### src/rtl/siso_stream_pkg.sv
// ---------------------------------------------------------------------------
// siso_stream_pkg
// Shared definitions for the serial stream receiver:
//   - state_e       : FSM state encoding (ST_IDLE, ST_SHIFT, ST_PARITY, ST_DONE)
//   - DEFAULT_WIDTH : default number of data bits per frame
//   - cnt_width()   : width of the in-frame bit counter for a given WIDTH
// ---------------------------------------------------------------------------
package siso_stream_pkg;

  localparam int DEFAULT_WIDTH = 4;

  typedef enum logic [1:0] {
    ST_IDLE   = 2'd0,
    ST_SHIFT  = 2'd1,
    ST_PARITY = 2'd2,
    ST_DONE   = 2'd3
  } state_e;

  // Counter only has to reach WIDTH-1, so $clog2(WIDTH) bits suffice.
  function automatic int cnt_width(input int w);
    return (w <= 2) ? 1 : $clog2(w);
  endfunction

endpackage

### src/rtl/siso_stream_shreg.sv
// ---------------------------------------------------------------------------
// siso_stream_shreg
// WIDTH-bit receive shift register with selectable fill direction.
//   MSB_FIRST=0 : new bits enter at the top and move down, so after WIDTH
//                 shifts the first received bit sits in q[0].
//   MSB_FIRST=1 : new bits enter at the bottom and move up, so after WIDTH
//                 shifts the first received bit sits in q[WIDTH-1].
// Ports:
//   clk      in  rising-edge clock
//   rst_n    in  asynchronous active-low reset (clears the register)
//   shift_en in  shift din in on this edge
//   din      in  serial bit
//   q        out current register contents
// ---------------------------------------------------------------------------
module siso_stream_shreg #(
  parameter int WIDTH     = 4,
  parameter bit MSB_FIRST = 1'b0
) (
  input  logic             clk,
  input  logic             rst_n,
  input  logic             shift_en,
  input  logic             din,
  output logic [WIDTH-1:0] q
);

  logic [WIDTH-1:0] q_q;
  logic [WIDTH-1:0] q_d;

  generate
    if (MSB_FIRST) begin : g_msb_first
      always_comb begin
        q_d = q_q;
        if (shift_en) q_d = {q_q[WIDTH-2:0], din};
      end
    end else begin : g_lsb_first
      always_comb begin
        q_d = q_q;
        if (shift_en) q_d = {din, q_q[WIDTH-1:1]};
      end
    end
  endgenerate

  always_ff @(posedge clk or negedge rst_n) begin
    if (!rst_n) q_q <= '0;
    else        q_q <= q_d;
  end

  assign q = q_q;

endmodule

### src/rtl/siso_stream_rx.sv
// ---------------------------------------------------------------------------
// siso_stream_rx
// Receives frames from a one-bit serial stream: a start bit (1) followed by
// WIDTH data bits (and one even-parity bit when SISO_STREAM_RX_PARITY_EN is
// defined), all qualified by the en1 bit strobe. Each completed word is
// offered on dout with a valid/ready handshake.
//
// Optional feature macro: SISO_STREAM_RX_PARITY_EN
//   defined   : PARITY state present, parity_err reports the parity check of
//               the word currently on dout.
//   undefined : frame is start + WIDTH data bits, parity_err tied to 0.
//
// Handshake: a word is transferred on a clk1 rising edge where valid=1 and
// ready=1. dout is stable while valid=1. ready is ignored while valid=0. If a
// new word completes while the old one is still pending (valid=1, ready=0)
// the new word is dropped and overrun is set (sticky until reset).
//
// Ports:
//   clk1       in   system clock
//   rst_n      in   asynchronous active-low reset
//   in1        in   serial data
//   en1        in   bit strobe, in1 sampled only when en1=1
//   dout       out  received word
//   valid      out  dout holds an unconsumed word
//   ready      in   consumer accepts word
//   busy       out  frame in progress (state != IDLE)
//   overrun    out  sticky word-dropped flag
//   parity_err out  parity result for current dout
//   dbg_state  out  current FSM state encoding (state_e)
// ---------------------------------------------------------------------------
module siso_stream_rx
  import siso_stream_pkg::*;
#(
  parameter int WIDTH     = DEFAULT_WIDTH,
  parameter bit MSB_FIRST = 1'b0
) (
  input  logic             clk1,
  input  logic             rst_n,
  input  logic             in1,
  input  logic             en1,
  output logic [WIDTH-1:0] dout,
  output logic             valid,
  input  logic             ready,
  output logic             busy,
  output logic             overrun,
  output logic             parity_err,
  output logic [1:0]       dbg_state
);

  localparam int               CNT_W    = cnt_width(WIDTH);
  localparam logic [CNT_W-1:0] CNT_LAST = CNT_W'(WIDTH - 1);

  state_e           state_q, state_d;
  logic [CNT_W-1:0] cnt_q, cnt_d;
  logic [WIDTH-1:0] dout_q, dout_d;
  logic             valid_q, valid_d;
  logic             overrun_q, overrun_d;
  logic             shift_en;
  logic [WIDTH-1:0] sr_word;

`ifdef SISO_STREAM_RX_PARITY_EN
  logic par_bit_q, par_bit_d;
  logic perr_q, perr_d;
`endif

  siso_stream_shreg #(
    .WIDTH     (WIDTH),
    .MSB_FIRST (MSB_FIRST)
  ) u_shreg (
    .clk      (clk1),
    .rst_n    (rst_n),
    .shift_en (shift_en),
    .din      (in1),
    .q        (sr_word)
  );

  always_comb begin
    state_d   = state_q;
    cnt_d     = cnt_q;
    dout_d    = dout_q;
    valid_d   = valid_q;
    overrun_d = overrun_q;
    shift_en  = 1'b0;
`ifdef SISO_STREAM_RX_PARITY_EN
    par_bit_d = par_bit_q;
    perr_d    = perr_q;
`endif

    // Consumer takes the pending word; DONE below may re-assert valid on
    // the same edge with a fresh word.
    if (valid_q && ready) valid_d = 1'b0;

    case (state_q)
      ST_IDLE: begin
        if (en1 && in1) begin
          state_d = ST_SHIFT;
          cnt_d   = '0;
        end
      end
      ST_SHIFT: begin
        if (en1) begin
          shift_en = 1'b1;
          if (cnt_q == CNT_LAST) begin
            // Leave before the counter would pass WIDTH-1.
            cnt_d = '0;
`ifdef SISO_STREAM_RX_PARITY_EN
            state_d = ST_PARITY;
`else
            state_d = ST_DONE;
`endif
          end else begin
            cnt_d = cnt_q + CNT_W'(1);
          end
        end
      end
`ifdef SISO_STREAM_RX_PARITY_EN
      ST_PARITY: begin
        if (en1) begin
          par_bit_d = in1;
          state_d   = ST_DONE;
        end
      end
`endif
      ST_DONE: begin
        state_d = ST_IDLE;
        if (!valid_q || ready) begin
          dout_d  = sr_word;
          valid_d = 1'b1;
`ifdef SISO_STREAM_RX_PARITY_EN
          perr_d  = (^sr_word) ^ par_bit_q;
`endif
        end else begin
          overrun_d = 1'b1;
        end
      end
      default: state_d = ST_IDLE;
    endcase
  end

  always_ff @(posedge clk1 or negedge rst_n) begin
    if (!rst_n) begin
      state_q   <= ST_IDLE;
      cnt_q     <= '0;
      dout_q    <= '0;
      valid_q   <= 1'b0;
      overrun_q <= 1'b0;
    end else begin
      state_q   <= state_d;
      cnt_q     <= cnt_d;
      dout_q    <= dout_d;
      valid_q   <= valid_d;
      overrun_q <= overrun_d;
    end
  end

`ifdef SISO_STREAM_RX_PARITY_EN
  always_ff @(posedge clk1 or negedge rst_n) begin
    if (!rst_n) begin
      par_bit_q <= 1'b0;
      perr_q    <= 1'b0;
    end else begin
      par_bit_q <= par_bit_d;
      perr_q    <= perr_d;
    end
  end
  assign parity_err = perr_q;
`else
  assign parity_err = 1'b0;
`endif

  assign dout      = dout_q;
  assign valid     = valid_q;
  assign overrun   = overrun_q;
  assign busy      = (state_q != ST_IDLE);
  assign dbg_state = state_q;

endmodule
### config.mk
export PLATFORM = sky130hd
export DESIGN_NAME = siso_stream_rx
export DESIGN_NICKNAME = d
export VERILOG_FILES = /design/src/rtl/siso_stream_pkg.sv /design/src/rtl/siso_stream_shreg.sv /design/src/rtl/siso_stream_rx.sv
export SDC_FILE = /design/constraint.sdc
export NUM_CORES = 1
export LEC_CHECK = 0
export CAP_MARGIN = 40
export CORE_MARGIN = 4
export CORE_UTILIZATION = 43
export CTS_BUF_LIST = sky130_fd_sc_hd__clkbuf_8
export CTS_CLUSTER_DIAMETER = 120
export DETAILED_ROUTE_END_ITERATION = 6
export PLACE_DENSITY = 0.75
export SLEW_MARGIN = 10
export SYNTH_ARGS = -nofsm -noshare
export SYNTH_HDL_FRONTEND = slang
export SYNTH_SLANG_ARGS = --single-unit
export TNS_END_PERCENT = 100
### constraint.sdc
create_clock -name clk1 -period 1.1 [get_ports clk1]
set_input_delay 0.165 -clock clk1 [delete_from_list [all_inputs] [get_ports clk1]]
set_output_delay 0.165 -clock clk1 [all_outputs]
set_load 0.005 [all_outputs]
# --- After elaboration in Yosys (flattened, before gate mapping) ---
# Index checks and enable logic that the tools add are counted.
op_classes:
  multipliers: 0
  muxes: 13
  div_mod_pow: 0
  eq_ne: 6
  shift: 0
  order_cmp: 0
  n_bitwise: 1
  n_addsub: 1
  n_reduce_logical: 11
op_table:
  columns: ["op", "count"]
  rows:
  - ["2-bit 2-to-1 mux", 6]
  - ["2-bit one-hot mux with 2 select lines", 2]
  - ["2-bit inequality test (second input constant)", 3]
  - ["3-bit AND reduction", 2]
  - ["1-bit 2-to-1 mux", 5]
  - ["2-bit equality test (second input constant)", 2]
  - ["2-bit AND reduction", 2]
  - ["2-bit nonzero test", 2]
  - ["2-bit by 1-bit adder with 2-bit output (second input constant)", 1]
  - ["2-bit by 1-bit equality test with 1-bit output (second input constant)", 1]
  - ["1-bit logical AND", 2]
  - ["2-bit zero test", 1]
  - ["1-bit zero test", 1]
  - ["1-bit logical OR", 1]
  - ["1-bit inverter", 1]
totals:
  latchBits: 0
  ramBits: 0
  register_bits: 14
  mem_bits_ro: 0
  input_bits: 5
  memories: 0

# --- Longest topological paths before layout ---
depth:
  depth_word: 4
  depth_mapped: 3
  mapped_depth_nobuf: 3

# --- Cells and area by module ---
# Synthesis repeated with hierarchy kept, for this count alone.
hier_totals:
  hier_cells: 40
  area_unflattened_um2: 569.3
by_module_without_submodules:
  columns: ["module", "instances", "seq_area_each_um2", "cells_per_inst", "area_each_um2"]
  rows:
  - ["siso_stream_rx", 1, 250.2, 32, 424.2]
  - ["siso_stream_shreg", 1, 100.1, 8, 145.1]

# --- Worst setup path before layout ---
# OpenSTA, ideal clock, no wires.
synth_path:
  path_type: "flip-flop to flip-flop"
  from: "reg state_q[0], in the netlist dbg_state[0]"
  to: "reg dout_q[0], in the netlist dout[0]"
  path_slack_ps: -58
  t_arrival_ps: 1034
  path_buffers: 0
  synth_period_minus_slack_ps: 1158
  stages_incl_launch_ff: 4
  path_cell_list: "dfrtp_1 -> nand2_2 -> nor2b_4 -> mux2_2"
synth_via:
  elab_chain_len: 2
synth_rtl:
  columns: ["item", "line_no", "rtl"]
  rows:
  - ["start: declaration", "siso_stream_rx.sv:53", "state_e state_q, state_d;"]
  - ["start signal: assignment", "siso_stream_rx.sv:148", "state_q <= state_d;"]
  - ["2-bit equality test", "siso_stream_rx.sv:93", "case (state_q)"]
  - ["2-bit AND reduction (no source line)", null, null]
  - ["end signal: assignment", "siso_stream_rx.sv:150", "dout_q <= dout_d;"]
  - ["end: declaration", "siso_stream_rx.sv:55", "logic [WIDTH-1:0] dout_q, dout_d;"]
# No other way between the ends.
# A chain may end at the register's enable or synchronous reset.

# --- Worst setup path in the final report ---
layout_path:
  from: "reg state_q[0], in the netlist dbg_state[0]"
  to: "reg dout_q[2], in the netlist dout[2]"
# The elaborated chain is that of the path after synthesis.

==> results.txt <==
----------------------------------------------------
[Die]
  FP Rows ... 12
  DIE WIDTH ... 44.4 um
  Area of the core region ... 0.00117 mm^2
  Effective utilization at floorplan ... 0.487
  Die outline area ... 0.00197 mm^2
  Top-Level Pins ... 15
  Die height ... 44.4 um

[Route]
  Post-detailed-routing wire length ... 1.09 mm
  Average wire per cell in the routed design ... 14.1 um
  Average vias per placed instance ... 5.19
  DR DRC count ... 0
  DRT iter0 DRCs ... 4
  Final antenna-violating net count ... 0
  Total number of vias ... 400
  First-pass DRT Iterations ... 4

[Critical path]
  Worst path slowest cell ... sky130_fd_sc_hd__dfrtp_2
  Critical path, cell by cell ... buf_6, nand2_4, nor2b_4, mux2_4
  Cell class contributing the biggest share of worst-path delay ... flip-flops
  Launching element type of the critical path ... register
  Slowest Stage Delay on Critical Path ... 370 ps
  Critical path class ... reg2reg
  Critical Path RT ... 1220 ps
  Count of buffering cells on the critical path with inverters included ... 1
  Nature of the critical path endpoint ... register
  Arrival time of data at the critical path endpoint ... 1290 ps
  Maximum fanout along the worst path ... 5

[Power]
  Power Dens Cells ... 2610 mW/mm^2
  Overall Power ... 2.18 mW
  Leakage ... 0.415 nW
  Peak VDD IR ... 1.35 mV

[CTS]
  Buffer cell driving the clock tree root ... sky130_fd_sc_hd__clkbuf_8
  CTS tree ... yes
  Worst-case clock buffer depth ... 2
  Deepest level of the CTS H-tree ... 1
  Total clock buffers created by CTS ... 3
  TritonCTS sink count ... 14
  Hold-fix buffers, CTS ... 0
  Latest clock arrival within the worst-skew pair ... 240 ps
  Clock transition at the registers of the reported paths ... 60 ps

[Global routing]
  Busiest layer in global routing ... met2
  Met3 Resource Use GR ... 0.0366
  Met2 capacity usage during global routing ... 0.215
  Initial antenna violation count ... 0
  GRT Util Overall ... 0.127
  Wire length of the first global-routing pass ... 1.77 mm
  Total overflow reported by the global router ... 0
  Pin count of the biggest net entering global routing ... 15
  Met1 Resource Use GR ... 0.149
  Via count of the first global-routing pass ... 399

[Synth]
  Synth top area cells ... sky130_fd_sc_hd__dfrtp_1 (61%), sky130_fd_sc_hd__mux2_2 (16%), sky130_fd_sc_hd__nor2b_4 (4.8%), sky130_fd_sc_hd__a32o_1 (3.5%), sky130_fd_sc_hd__ha_1 (2.2%)
  Largest area contributor in the netlist ... sky130_fd_sc_hd__dfrtp_1
  Post-Syn Nets ... 46
  Part of the Yosys area used for sequential elements ... 0.614
  Post-synth top area share ... 0.614
  Number of standard cells after synthesis ... 40
  Summed instance area of the synthesized netlist ... 571 um^2
  Count of synthesis-stage warnings from yosys ... 0
  Syn Area/Cell ... 14.3 um^2
  Seq cells post-synth ... 14
  Number of unique standard cell types used by synthesis ... 16

[Finish]
  Share of cells above drive strength 1 ... 0.476
  Count of antenna diodes in the layout ... 0
  Commonest cells after routing, fill and taps aside ... sky130_fd_sc_hd__dfrtp_1 (12), sky130_fd_sc_hd__dlygate4sd2_1 (5), sky130_fd_sc_hd__buf_4 (5)
  Most frequent standard cell in the layout excluding fill and tap cells ... sky130_fd_sc_hd__dfrtp_1
  Net count reported at finish ... 70
  Area of the multi-input gates ... 245 um^2
  Post-Route Utilization ... 0.714
  Area grow syn2layout ... 46.5%
  Total area of sequential cells ... 353 um^2
  Filler-free cell count of the finished design ... 77
  Number of fillers in the final layout ... 84
  Finished layout cell area ... 836 um^2

[STA]
  Max frequency ... 851 MHz
  Final hold violation count ... 0
  Final setup vio count ... 9
  Setup repair after global routing missed its margin ... true
  Max-slew violations ... 0
  Final worst hold slack ... 227 ps
  Final worst-path setup slack ... -74.5 ps
  Post-layout minimum cycle time ... 1170 ps
  Final Cycle Share ... 1.07
  Total Negative Setup Slacks ... -470 ps
  Max Clock Skew ... 5.27 ps

[Worst hold path]
  Class of the tightest hold or removal check ... in2async

[Placement]
  Number of placed instances, taps included ... 72
  Post-place setup slack ... -297 ps
  # port buffers ... 13
  Half-perimeter wire length after placement ... 767 um
  Placed cell area ... 758 um^2
  Global placement routability congestion ... 0.667

[Run status]
  Outcome ... finished, violations left
  Violations in the final reports ... setup timing

[Run]
  Max-capacitance violation count ... 0

----------------------------------------------------
power by group:
| part | switching (mW) | total (mW) | leakage, nW | internal, mW |
|---|---|---|---|---|
| sequential | 0.155 | 0.908 | 0.169 | 0.753 |
| combinational | 0.302 | 0.851 | 0.219 | 0.549 |
| clock | 0.172 | 0.418 | 0.0269 | 0.246 |
registers in the layout (all words and copies together), names as in the netlist:
signal and flops:
valid 1, dbg_state 2, overrun 1, u_shreg.q 4
dout 4, cnt_q 2
synth_stat cells:
library cell                n
sky130_fd_sc_hd__nor2_1     2
sky130_fd_sc_hd__ha_1       1
sky130_fd_sc_hd__o21ai_0    1
sky130_fd_sc_hd__a32o_1     2
sky130_fd_sc_hd__nand2_2    1
sky130_fd_sc_hd__mux2_2     8
sky130_fd_sc_hd__o21bai_1   1
sky130_fd_sc_hd__nor2b_4    2
sky130_fd_sc_hd__nand2b_1   1
sky130_fd_sc_hd__nand2_1    2
sky130_fd_sc_hd__and3_2     1
sky130_fd_sc_hd__buf_4      1
sky130_fd_sc_hd__conb_1     1
sky130_fd_sc_hd__or2_2      1
sky130_fd_sc_hd__a21oi_1    1
sky130_fd_sc_hd__dfrtp_1   14
logic make-up after synthesis:
family	synth area share
flops	0.614
simple gates	0.121
mux	0.158
compound gates	0.0658
buf+inv	0.0132
fa+ha+maj	0.0219
other cells	0.00657
path summary, 6_finish.rpt:
kind | start | end | slack [ps] | depth (start not counted)
setup / recovery | dbg_state[0] | dout[2] | -70 | 4
hold / removal | rst_n | overrun | 230 | 2
setup reg to reg | dbg_state[0] | dout[2] | -70 | 4
hold reg to reg | overrun | overrun | 470 | 1
max in group asynchronous | rst_n | dbg_state[0] | 690 | 2
min in group clk1 | overrun | overrun | 470 | 1
metal layers:
layer | routed length (um) | up-vias
met5 | 0 | -
met4 | 17 | 0
met3 | 68 | 2
met2 | 536 | 10
met1 | 467 | 204
li1 | - | 184
final cells by class:
class | count | area share
Clock buffer | 3 | 0.0494
Clock inverter | 1 | 0.00449
Multi-Input combinational cell | 25 | 0.293
Sequential cell | 14 | 0.422
Tap cell | 14 | 0.0210
Timing Repair Buffer | 20 | 0.210
what timing repair did:
item,4_1_cts,5_1_grt
gates resized for setup,29,2
pin swaps,1,1
setup endpoints to repair,19,11
buffers inserted,1,0
hold endpoints to repair,0,0
No activity file was read; power rests on OpenSTA's default activity.
